## src/rtl/tone_freq_meter_pkg.sv

```systemverilog
// Shared definitions for the tone frequency meter and the tone generator it measures.
package tone_freq_meter_pkg;

    localparam int ACC_W  = 24;
    localparam int MANT_W = 12;
    localparam int EXP_W  = 4;
    localparam logic [EXP_W-1:0] EXP_MAX = 4'hC;

    typedef enum logic [1:0] {
        IDLE   = 2'd0,
        GATE   = 2'd1,
        ENCODE = 2'd2,
        DONE   = 2'd3
    } meter_state_t;

    // Frequency word layout: {mant[11:0], exp[3:0]}.
    typedef struct packed {
        logic [MANT_W-1:0] mant;
        logic [EXP_W-1:0]  exp;
    } freq_word_t;

    // Increment encoded by a frequency word; exponents above EXP_MAX clamp to EXP_MAX.
    function automatic logic [ACC_W-1:0] word_to_incr(input freq_word_t w);
        logic [EXP_W-1:0] sh;
        sh = (w.exp > EXP_MAX) ? EXP_MAX : w.exp;
        return ACC_W'(w.mant) << sh;
    endfunction

endpackage

```

## src/rtl/tone_freq_normaliser.sv

```systemverilog
// Iterative shift-right normaliser: turns a 24-bit increment estimate into the
// smallest-exponent {mant, exp} pair, one shift per enabled cycle.
module tone_freq_normaliser
    import tone_freq_meter_pkg::*;
(
    input  logic             clk,
    input  logic             reset,
    input  logic             load,
    input  logic [ACC_W-1:0] load_val,
    input  logic             step,
    output logic             done,
    output freq_word_t       word
);

    logic [ACC_W-1:0] val;
    logic [EXP_W-1:0] exp;

    // Load a fresh estimate, or shift it right until it fits the mantissa field.
    always_ff @(posedge clk) begin
        if (reset) begin
            val <= '0;
            exp <= '0;
        end else if (load) begin
            val <= load_val;
            exp <= '0;
        end else if (step && !done) begin
            // NOTE: state registers use non-blocking assignments so every flop samples pre-edge values.
            val <= val >> 1;
            exp <= exp + 1'b1;
        end
    end

    // Normalised once the upper bits are clear; the low bits then form the mantissa.
    always_comb begin
        done      = (val[ACC_W-1:MANT_W] == '0);
        word.mant = val[MANT_W-1:0];
        word.exp  = exp;
    end

endmodule

```

## src/rtl/tone_freq_meter.sv

```systemverilog
// Tone frequency meter: counts sawtooth wraps over a 2**GATE_LOG2 cycle gate,
// scales the count to a 24-bit increment and normalises it to a frequency word.
module tone_freq_meter
    import tone_freq_meter_pkg::*;
#(
    parameter int GATE_LOG2 = 24
) (
    input  logic        clk,
    input  logic        reset,
    input  logic [7:0]  sample_in,
    input  logic        start,
    output logic        busy,
    output logic        result_valid,
    output logic [15:0] freq_word,
    output logic        overflow
);

    meter_state_t state;
    meter_state_t next_state;

    logic [GATE_LOG2-1:0] gate_cnt;
    logic [GATE_LOG2-1:0] wrap_cnt;
    logic [GATE_LOG2-1:0] wrap_cnt_next;
    logic                 prev_msb;
    logic                 wrap;
    logic                 wrap_sat;
    logic                 accept;
    logic                 gate_end;

    logic                 norm_load;
    logic                 norm_step;
    logic                 norm_done;
    logic [ACC_W-1:0]     norm_val;
    freq_word_t           norm_word;

    // Wrap detection, saturating wrap count and gate-end scaling.
    always_comb begin
        accept        = start && ((state == IDLE) || (state == DONE));
        wrap          = prev_msb & ~sample_in[7];
        wrap_sat      = &wrap_cnt;
        wrap_cnt_next = (wrap && !wrap_sat) ? wrap_cnt + 1'b1 : wrap_cnt;
        gate_end      = (state == GATE) && (&gate_cnt);
        norm_val      = ACC_W'(wrap_cnt_next) << (ACC_W - GATE_LOG2);
    end

    // State register.
    always_ff @(posedge clk) begin
        if (reset) state <= IDLE;
        else       state <= next_state;
    end

    // Next-state logic.
    always_comb begin
        next_state = state;
        unique case (state)
            IDLE:    if (accept)    next_state = GATE;
            GATE:    if (gate_end)  next_state = ENCODE;
            ENCODE:  if (norm_done) next_state = DONE;
            DONE:    if (accept)    next_state = GATE;
            default:                next_state = IDLE;
        endcase
    end

    // Moore outputs and normaliser control.
    always_comb begin
        busy         = (state == GATE) || (state == ENCODE);
        result_valid = (state == DONE);
        norm_load    = gate_end;
        norm_step    = (state == ENCODE);
    end

    // Gate and wrap counters; overflow flags a wrap lost to saturation.
    always_ff @(posedge clk) begin
        if (reset) begin
            gate_cnt <= '0;
            wrap_cnt <= '0;
            prev_msb <= 1'b0;
            overflow <= 1'b0;
        end else if (accept) begin
            gate_cnt <= '0;
            wrap_cnt <= '0;
            prev_msb <= sample_in[7];
            overflow <= 1'b0;
        end else if (state == GATE) begin
            gate_cnt <= gate_cnt + 1'b1;
            wrap_cnt <= wrap_cnt_next;
            prev_msb <= sample_in[7];
            if (wrap && wrap_sat) overflow <= 1'b1;
        end
    end

    // Result register; holds the last word until the next normalisation completes.
    always_ff @(posedge clk) begin
        if (reset)                               freq_word <= 16'h0000;
        else if ((state == ENCODE) && norm_done) freq_word <= norm_word;
    end

    tone_freq_normaliser u_normaliser (
        .clk      (clk),
        .reset    (reset),
        .load     (norm_load),
        .load_val (norm_val),
        .step     (norm_step),
        .done     (norm_done),
        .word     (norm_word)
    );

endmodule

```

## config.mk

```make
export PLATFORM = sky130hd
export DESIGN_NAME = tone_freq_meter
export DESIGN_NICKNAME = d
export VERILOG_FILES = /design/src/rtl/tone_freq_meter_pkg.sv /design/src/rtl/tone_freq_normaliser.sv /design/src/rtl/tone_freq_meter.sv
export SDC_FILE = /design/constraint.sdc
export NUM_CORES = 1
export LEC_CHECK = 0
export ABC_AREA = 1
export BUFFER_PORTS_ARGS = -buffer_cell sky130_fd_sc_hd__buf_2
export CAP_MARGIN = 20
export CORE_MARGIN = 5
export CORE_UTILIZATION = 46
export DETAILED_ROUTE_END_ITERATION = 10
export PLACE_DENSITY = 0.74
export SYNTH_ARGS = -nofsm -noshare
export SYNTH_HDL_FRONTEND = slang
export SYNTH_SLANG_ARGS = --single-unit
```

## constraint.sdc

```tcl
create_clock -name clk -period 2.61 [get_ports clk]
set_input_delay 0.1305 -clock clk [delete_from_list [all_inputs] [get_ports clk]]
set_output_delay 0.1305 -clock clk [all_outputs]
set_load 0.05 [all_outputs]
```

* Word level (Yosys, flattened, before mapping) *
Index checks and enable logic that the tools add are counted.

operators by class
  add/sub/neg operators = 3
  reduce and logical (&&, ||, !) cells = 21
  bitwise gates (word level) = 2
  equality and inequality tests = 6
  multiplexer cells = 9

operators by type and width
  kind                   count
  $mux 24                3
  $add 24x1->24 const B  2
  $reduce_and 24->1      2
  $logic_not 12->1       1
  $logic_and 1x1->1      6
  $mux 2                 3
  $pmux 2 s3             1
  $reduce_or 2->1        3
  $add 4x1->4 const B    1
  $eq 2x2->1 const B     2
  $ne 2x2->1 const B     2
  $reduce_bool 2->1      2
  $reduce_and 3->1       1
  $eq 2x1->1 const B     1
  $logic_not 1->1        2
  $logic_not 2->1        1
  $logic_or 1x1->1       2
  $mux 1                 2
  $ne 2x1->1 const B     1
  $reduce_and 2->1       1
  $and 1x1->1            1
  $not 1->1              1

word-level totals
  output and inout port bits = 19
  flip-flop bits (word level) = 96
  input port bits = 11
  logic and storage cells = 49

* Depth between registers and ports, before layout *
Gate-level depths: netlist (run 1).

  depth in word-level cells = 5
  depth in mapped cells = 12
  depth with buffers taken out = 12

* Modules after synthesis *
From an unflattened synthesis (run 1), not the netlist that was laid out.

unflattened totals
  cell total of the unflattened synthesis = 856
  area total of the unflattened synthesis = 5432.7 um^2

modules (own cells, without submodules)
  module                times used  area an instance (um^2)  cells an instance
  tone_freq_meter       1           3915.0                   628
  tone_freq_normaliser  1           1517.7                   228

* Worst setup path after synthesis (run 1) *
OpenSTA, ideal clock, no wires.

  kind = register to register
  start = register state[0]
  end = register wrap_cnt[16]
  cell stages (with the launch flop) = 11
  path slack = 0.916 ns
  setup time = 0.057 ns
  data arrival time = 1.636 ns
  buffers on the path = 1
  required time = 2.553 ns
  cell sequence = dfxtp_1 inv_1 ha_1 nand2_1 inv_1 nor2_1 inv_1 clkbuf_1 a21oi_1 o21ai_0 inv_1

on the way
  longest elaborated chain between the ends = 4
  elaborated cells between the ends (all ways) = 6
  classes of those cells = 2 x eq/ne; 4 x reduce/logical

ends and longest elaborated chain
  item                                           line                   source
  start: declaration                             tone_freq_meter.sv:18  meter_state_t state;
  start signal: assignment                       tone_freq_meter.sv:49  else state <= next_state;
  $eq 2x2->1 or $logic_not 2->1 (tied branches)  tone_freq_meter.sv:38  accept = start && ((state == IDLE) || (state == DONE));
  $logic_or 1x1->1                               tone_freq_meter.sv:38
  $logic_and 1x1->1                              tone_freq_meter.sv:38
  $reduce_or 2->1 (no line)                      -
  end signal: assignment                         tone_freq_meter.sv:86  wrap_cnt <= wrap_cnt_next;
  end: declaration                               tone_freq_meter.sv:22  logic [GATE_LOG2-1:0] wrap_cnt;

Several ways; a longest one is shown, not always the timed one.
A chain may end at the register's enable or synchronous reset.

* Worst setup path after layout (run 1) *
  start = register wrap_cnt[0]
  end = register wrap_cnt[11]

on the way
  longest elaborated chain between the ends = 4
  elaborated cells between the ends (all ways) = 5
  classes of those cells = 1 x add/sub; 1 x mux; 3 x reduce/logical

ends and longest elaborated chain
  item                                                                   line                   source
  parallel branches: the longest is 3 deep, another holds $add 24x1->24  -
  $mux 24 (*)                                                            tone_freq_meter.sv:41  wrap_cnt_next = (wrap && !wrap_sat) ? wrap_cnt + 1'b1 : wrap_cnt;

Mark *: on every way between the ends.

==> results of run 1 <==
## state kept, by name (all words and copies together) (netlist names)
register,count
prev_msb,1
u_normaliser.val,24
wrap_cnt,24
state,2
gate_cnt,24
freq_word,16
overflow,1
u_normaliser.exp,4
## worst max path at each step
stage,cells past startpoint,slack [ns],end
2_1_floorplan,10,0.92,wrap_cnt[16]
3_3_place_gp,9,0.44,wrap_cnt[11]
3_5_place_dp,11,0.52,wrap_cnt[11]
4_1_cts,11,0.49,wrap_cnt[11]
5_1_grt,10,0.25,wrap_cnt[3]
6_report,11,0.46,wrap_cnt[11]
## area by class of cell
| class | count | area, sq um |
|---|---|---|
| Inverter | 115 | 431.7 |
| Tap cell | 143 | 178.9 |
| Clock inverter | 5 | 81.33 |
| Clock buffer | 10 | 239.0 |
| Multi-Input combinational cell | 589 | 2786 |
| Fill cell | 1149 | 5525 |
| Timing Repair Buffer | 32 | 205.2 |
| Sequential cell | 96 | 1922 |
## synth_stat cells
cell type	count
a21oi_2	1
clkbuf_1	14
nor4_1	2
o21a_1	2
nand3_1	46
nor2_4	6
nand2_4	1
xnor2_1	5
o211ai_1	5
nand2_1	257
inv_2	1
nand3_2	1
xor2_1	15
buf_4	3
nand4_4	1
o21ai_1	9
nor2_1	88
o21ai_0	50
buf_2	6
a211oi_1	1
or2_2	2
mux2i_1	1
ha_1	7
inv_1	114
nand2_2	4
nand2_8	1
a21oi_1	57
buf_1	2
nor2_2	3
nand4_1	10
nand4_2	1
dfxtp_1	96
buf_6	4
nor3_1	13
## worst max-delay path: cells and delay by family, from the launching register on
| kind | cells | cell delay [ns] |
|---|---|---|
| buffers and inverters | 2 | 0.25 |
| AOI/OAI and AO/OA | 2 | 0.29 |
| adders and majority gates | 1 | 0.31 |
| and+or+nand+nor | 6 | 0.70 |
| DFF | 1 | 0.50 |
## metal layers
metal,GRT usage,share of wire,vias to the layer above
met5,0,0,-
met4,0.05946,0.016,0
met3,0.03802,0.052,19
met2,0.2832,0.44,117
met1,0.2528,0.49,2145
li1,-,-,2640
## report_power, final
part	total (mW)	switching, mW	leakage [nW]	internal, mW
sequential	1.92	0.223	0.778	1.70
clock	1.41	0.551	0.155	0.860
combinational	1.58	1.13	1.61	0.451
## cells by family after synthesis
logic type,synth area share
compound gates,0.1226
xor+xnor,0.03307
buf+inv,0.1112
flops,0.3628
mux,0.001890
fa+ha+maj,0.01653
simple gates,0.3519
==> metrics.cfg, run 1 <==
[power_and_ir_drop]
power.density_mw_per_mm2 = 839.8
irDropWorstVdd_uv = 571.2
p_leak_nw = 2.546
finalPower_mw = 4.908

[sta]
finalCriticalPeriod_ns = 2.148
finClkSkew_ns = 0.006431
tightest_slew_ns = 0.4561
fin_crit_sh = 0.8228
max_freq_ghz = 0.4656
setup_ws_ns = 0.4624
slew_violations = 0
maxSlewHeadroom = 0.6956
holdWs_ns = 0.06712
hold_viol_final = 0
tns_ns = 0
final-setup-viol-count = 0
rsz0062_at_grt = no

[setup_path]
worstSetupPathType = flop to flop
startpoint = wrap_cnt[0]
end_kind = flop
critPathMaxStageDelay_ns = 0.50
crit_top_cell = nand2_1
cp.arrival_ns = 2.39
cp.required_ns = 2.85
start_kind = flop
r2r_end = wrap_cnt[11]
cp_max_fo = 8
cpMaxStageDelayCell = dfxtp_1
cp_cell_sequence = ha_1 -> nand2_1 -> nor2_2 -> nand2_2 -> nor2_4 -> a21oi_2 -> buf_4 -> nand2_1 -> nand2_1 -> o21ai_1 -> inv_1
rrSetupSlack_ns = 0.46
reg2reg_from = wrap_cnt[0]
reg2reg_depth = 11

[synth]
syn_nets = 847
yosys.area.top_type = dfxtp_1
synth-seq-cells = 96
yosysUniqueCellTypes = 34
yosys-top-cells-area = dfxtp_1 36%, nand2_1 18%, inv_1 8.1%
netlist_area_sq_mm = 0.005298
synth_seq_area_share = 0.3628
synth_warnings = 0
syn_area_per_cell_sq_um = 6.390
syn_inst = 829
yosysTopAreaCellShare = 0.3628

[cells_and_area]
final_nets = 861
layout_commonest_cell = nand2_1
most-common-layout-cells = 257 x nand2_1, 114 x inv_1, 96 x dfxtp_1
post-route-cell-area_sq_mm = 0.005844
num_antenna_cells = 0
drive_gt1_frac = 0.08146
syn2layout_area_growth_pct = 10.32
final_util = 0.5140
final_cell_count_no_fill = 990

[cts]
cts.path.max_buffers = 2
clkTransAtPathRegs_ns = 0.07
post_cts_resized = 0
cts_buffers = 9
htree_levels = 3
cts_hold_buf = 0
clk-insertion-delay-late_ns = 0.34
cts_setup_buffers = 0
cts.sinks = 96
cts_root_buffer = clkbuf_16
cts_tree = done

[global_routing]
antenna_found_initial = 0
grt_max_degree = 34
grt_first_pass_wirelength_um = 21270
grt_pass1_vias = 4585
gr-total-overflow = 0
grt_util_all_layers = 0.1826

[hold_path]
min_to = state[1]
min-delay-start = reset
hold_path_class = input port to flop
hold_depth = 2

[die]
start_util = 0.4659
core_area_sq_mm = 0.01137
fp.dieW_um = 117.3
ios = 30
die_area_sq_mm = 0.01376
die_h_um = 117.3
fp-row-count = 39

[run_status]
status = finished clean

[route]
drt-pass1-iter-count = 5
drc_errors = 0
postRouteAntennaNets = 0
wl_per_cell_um = 12.06
wirelength_um = 11940
vias = 4921
vias_per_cell = 4.971
first_iter_violations = 334

[place]
io_buffers = 22
gp_congestion = 0.9481
place_hpwl_um = 8855
place_inst = 975
pre_cts_ws_ns = 0.5187
place_area_sq_mm = 0.005524

[flow_run]
cap_violations = 0

(Power assumes the default switching activity.)
==> inputs of run 2 (changes only) <==
--- a/config.mk
+++ b/config.mk
@@ -11,7 +11,7 @@
 export CORE_MARGIN = 5
 export CORE_UTILIZATION = 46
 export DETAILED_ROUTE_END_ITERATION = 10
-export PLACE_DENSITY = 0.74
+export PLACE_DENSITY = 0.76
 export SYNTH_ARGS = -nofsm -noshare
 export SYNTH_HDL_FRONTEND = slang
 export SYNTH_SLANG_ARGS = --single-unit
==> constraint.sdc (replaced) <==
create_clock -name clk -period 1.8 [get_ports clk]
set_input_delay 0.09 -clock clk [delete_from_list [all_inputs] [get_ports clk]]
set_output_delay 0.09 -clock clk [all_outputs]
set_load 0.05 [all_outputs]
==> run 2 against run 1 <==
Against the previous run:
- sequential share of layout area is 2.0 points lower
- critical endpoint is now wrap_cnt[13]
- first-iteration DRC count is 20% higher
- clock power is 31% higher
- power is 47% higher
- sequential power is 43% higher
==> metrics.cfg, run 2 (synthesized netlist as in run 1, its figures left out) <==
[run_status]
status = finished clean  ; unchanged

[cells_and_area]
layout_commonest_cell = nand2_1  ; unchanged
final_util = 0.5497  ; was 0.5140
post-route-cell-area_sq_mm = 0.006250  ; was 0.005844 sq mm
most-common-layout-cells = 255 x nand2_1, 113 x inv_1, 88 x dfxtp_1  ; was 257 x nand2_1, 114 x inv_1, 96 x dfxtp_1
num_antenna_cells = 0  ; unchanged
final_cell_count_no_fill = 1026  ; was 990
top_regs = gate_cnt (24), u_normaliser.val (24), wrap_cnt (24)  ; unchanged
final_nets = 896  ; was 861
syn2layout_area_growth_pct = 17.97  ; was 10.32%
drive_gt1_frac = 0.1518  ; was 0.08146

[setup_path]
cp.required_ns = 2.09  ; was 2.85 ns
crit_top_cell = nand2_1  ; unchanged
worstSetupPathType = flop to flop  ; unchanged
cp.arrival_ns = 2.02  ; was 2.39 ns
critPathMaxStageDelay_ns = 0.40  ; was 0.50 ns
crit_buf_inv = 2  ; unchanged
cpMaxStageDelayCell = dfxtp_2  ; was dfxtp_1
critical_path.top_delay_family = simple AND/OR/NAND/NOR gates  ; unchanged
cp_cell_sequence = nand2_1 -> nor2_4 -> nand2_2 -> nor2_4 -> nand2_4 -> nand2_8 -> buf_4 -> nand2_1 -> nand3_1 -> nand2_1 -> inv_1  ; was ha_1 -> nand2_1 -> nor2_2 -> nand2_2 -> nor2_4 -> a21oi_2 -> buf_4 -> nand2_1 -> nand2_1 -> o21ai_1 -> inv_1
cp_max_fo = 6  ; was 8
start_kind = flop  ; unchanged
end_kind = flop  ; unchanged

[die]
start_util = 0.4659  ; unchanged
die_area_sq_mm = 0.01376  ; unchanged
fp.dieW_um = 117.3  ; unchanged
fp-row-count = 39  ; unchanged
die_h_um = 117.3  ; unchanged
ios = 30  ; unchanged
core_area_sq_mm = 0.01137  ; unchanged

[route]
first_iter_violations = 401  ; was 334
postRouteAntennaNets = 0  ; unchanged
vias = 5134  ; was 4921
vias_per_cell = 5.004  ; was 4.971
drc_errors = 0  ; unchanged
wirelength_um = 12800  ; was 11940 um
wl_per_cell_um = 12.47  ; was 12.06 um
drt-pass1-iter-count = 5  ; unchanged

[sta]
final-setup-viol-count = 0  ; unchanged
maxSlewHeadroom = 0.6973  ; was 0.6956
finalCriticalPeriod_ns = 1.731  ; was 2.148 ns
hold_viol_final = 0  ; unchanged
rsz0062_at_grt = yes  ; was no
fin_crit_sh = 0.9614  ; was 0.8228
slew_violations = 0  ; unchanged
tns_ns = 0  ; unchanged
tightest_slew_ns = 0.4530  ; was 0.4561 ns
finClkSkew_ns = 0.009836  ; was 0.006431 ns
max_freq_ghz = 0.5779  ; was 0.4656 GHz

[place]
place_inst = 1003  ; was 975
place_hpwl_um = 9192  ; was 8855 um
io_buffers = 22  ; unchanged
gp_congestion = 0.9404  ; was 0.9481
place_area_sq_mm = 0.005752  ; was 0.005524 sq mm

[global_routing]
grt_util_all_layers = 0.1821  ; was 0.1826
grt_max_degree = 33  ; was 34
antenna_found_initial = 0  ; unchanged
grt_pass1_vias = 4528  ; was 4585
gr-total-overflow = 0  ; unchanged
grt_first_pass_wirelength_um = 21220  ; was 21270 um

[flow_run]
cap_violations = 0  ; unchanged

[cts]
htree_levels = 3  ; unchanged
cts.path.max_buffers = 2  ; unchanged
clk-insertion-delay-late_ns = 0.35  ; was 0.34 ns
cts_root_buffer = clkbuf_16  ; unchanged
clkTransAtPathRegs_ns = 0.07  ; about the same
cts.sinks = 96  ; unchanged
cts_buffers = 9  ; unchanged
cts_tree = done  ; unchanged

[hold_path]
hold_path_class = input port to flop  ; unchanged

[power_and_ir_drop]
p_leak_nw = 2.752  ; was 2.546 nW
power.density_mw_per_mm2 = 1157  ; was 839.8 mW/mm^2
finalPower_mw = 7.231  ; was 4.908 mW
irDropWorstVdd_uv = 958.5  ; was 571.2 uV

run 2: through the flow:
| step | hold slack, ns | worst slack, ns |
|---|---|---|
| after CTS | 0.003440 | -0.009175 |
| final | 0.01430 | 0.06948 |
| after global routing | 0.01781 | -0.05783 |
| after floorplan | 0.1591 | 0.1062 |
| after detailed placement | 0.3565 | -0.1025 |
| after global placement | 0.3563 | -0.08052 |
run 2: report_power, final:
group / switching, mW / total (mW) / internal [mW]
sequential: 0.268 / 2.74 / 2.47
clock: 0.887 / 1.85 / 0.966
combinational: 1.78 / 2.64 / 0.854
run 2: what timing repair did:
| action | in CTS | in global routing |
|---|---|---|
| cloned | 0 | 1 |
| gates resized for setup | 3 | 42 |
| hold buffers | 1 | 0 |
| setup buffers | 0 | 5 |
| endpoints found under the setup margin | 37 | 62 |
| pin swaps | 0 | 9 |
| hold endpoints to repair | 2 | 0 |
run 2: metal layers:
layer / track usage / up-vias / part of all wire
met5: 0 / - / 0
met4: 0.05656 / 0 / 0.016
met3: 0.03080 / 17 / 0.049
met2: 0.3023 / 129 / 0.48
met1: 0.2410 / 2284 / 0.46
li1: - / 2704 / -
run 2: final timing paths:
path	slack, ns	start	end	depth (start not counted)
max	0.07	wrap_cnt[9]	wrap_cnt[13]	11
min	0.01	sample_in[7]	prev_msb	3
max reg2reg	0.07	wrap_cnt[9]	wrap_cnt[13]	11
min reg2reg	0.44	freq_word[2]	freq_word[2]	2
run 2: area by class of cell:
type,instances,area (sq um)
clock buffer,9,225.2
tap,143,178.9
timing repair buffer,66,484.2
sequential,96,1932
multi-input combinational,590,2937
clock inverter,7,61.31
inverter,115,431.7
fill,1096,5120
run 2: worst min-delay path: stages:
cell and delay, ns:
buf_2 0.11, o21ai_0 0.06, a21oi_1 0.06
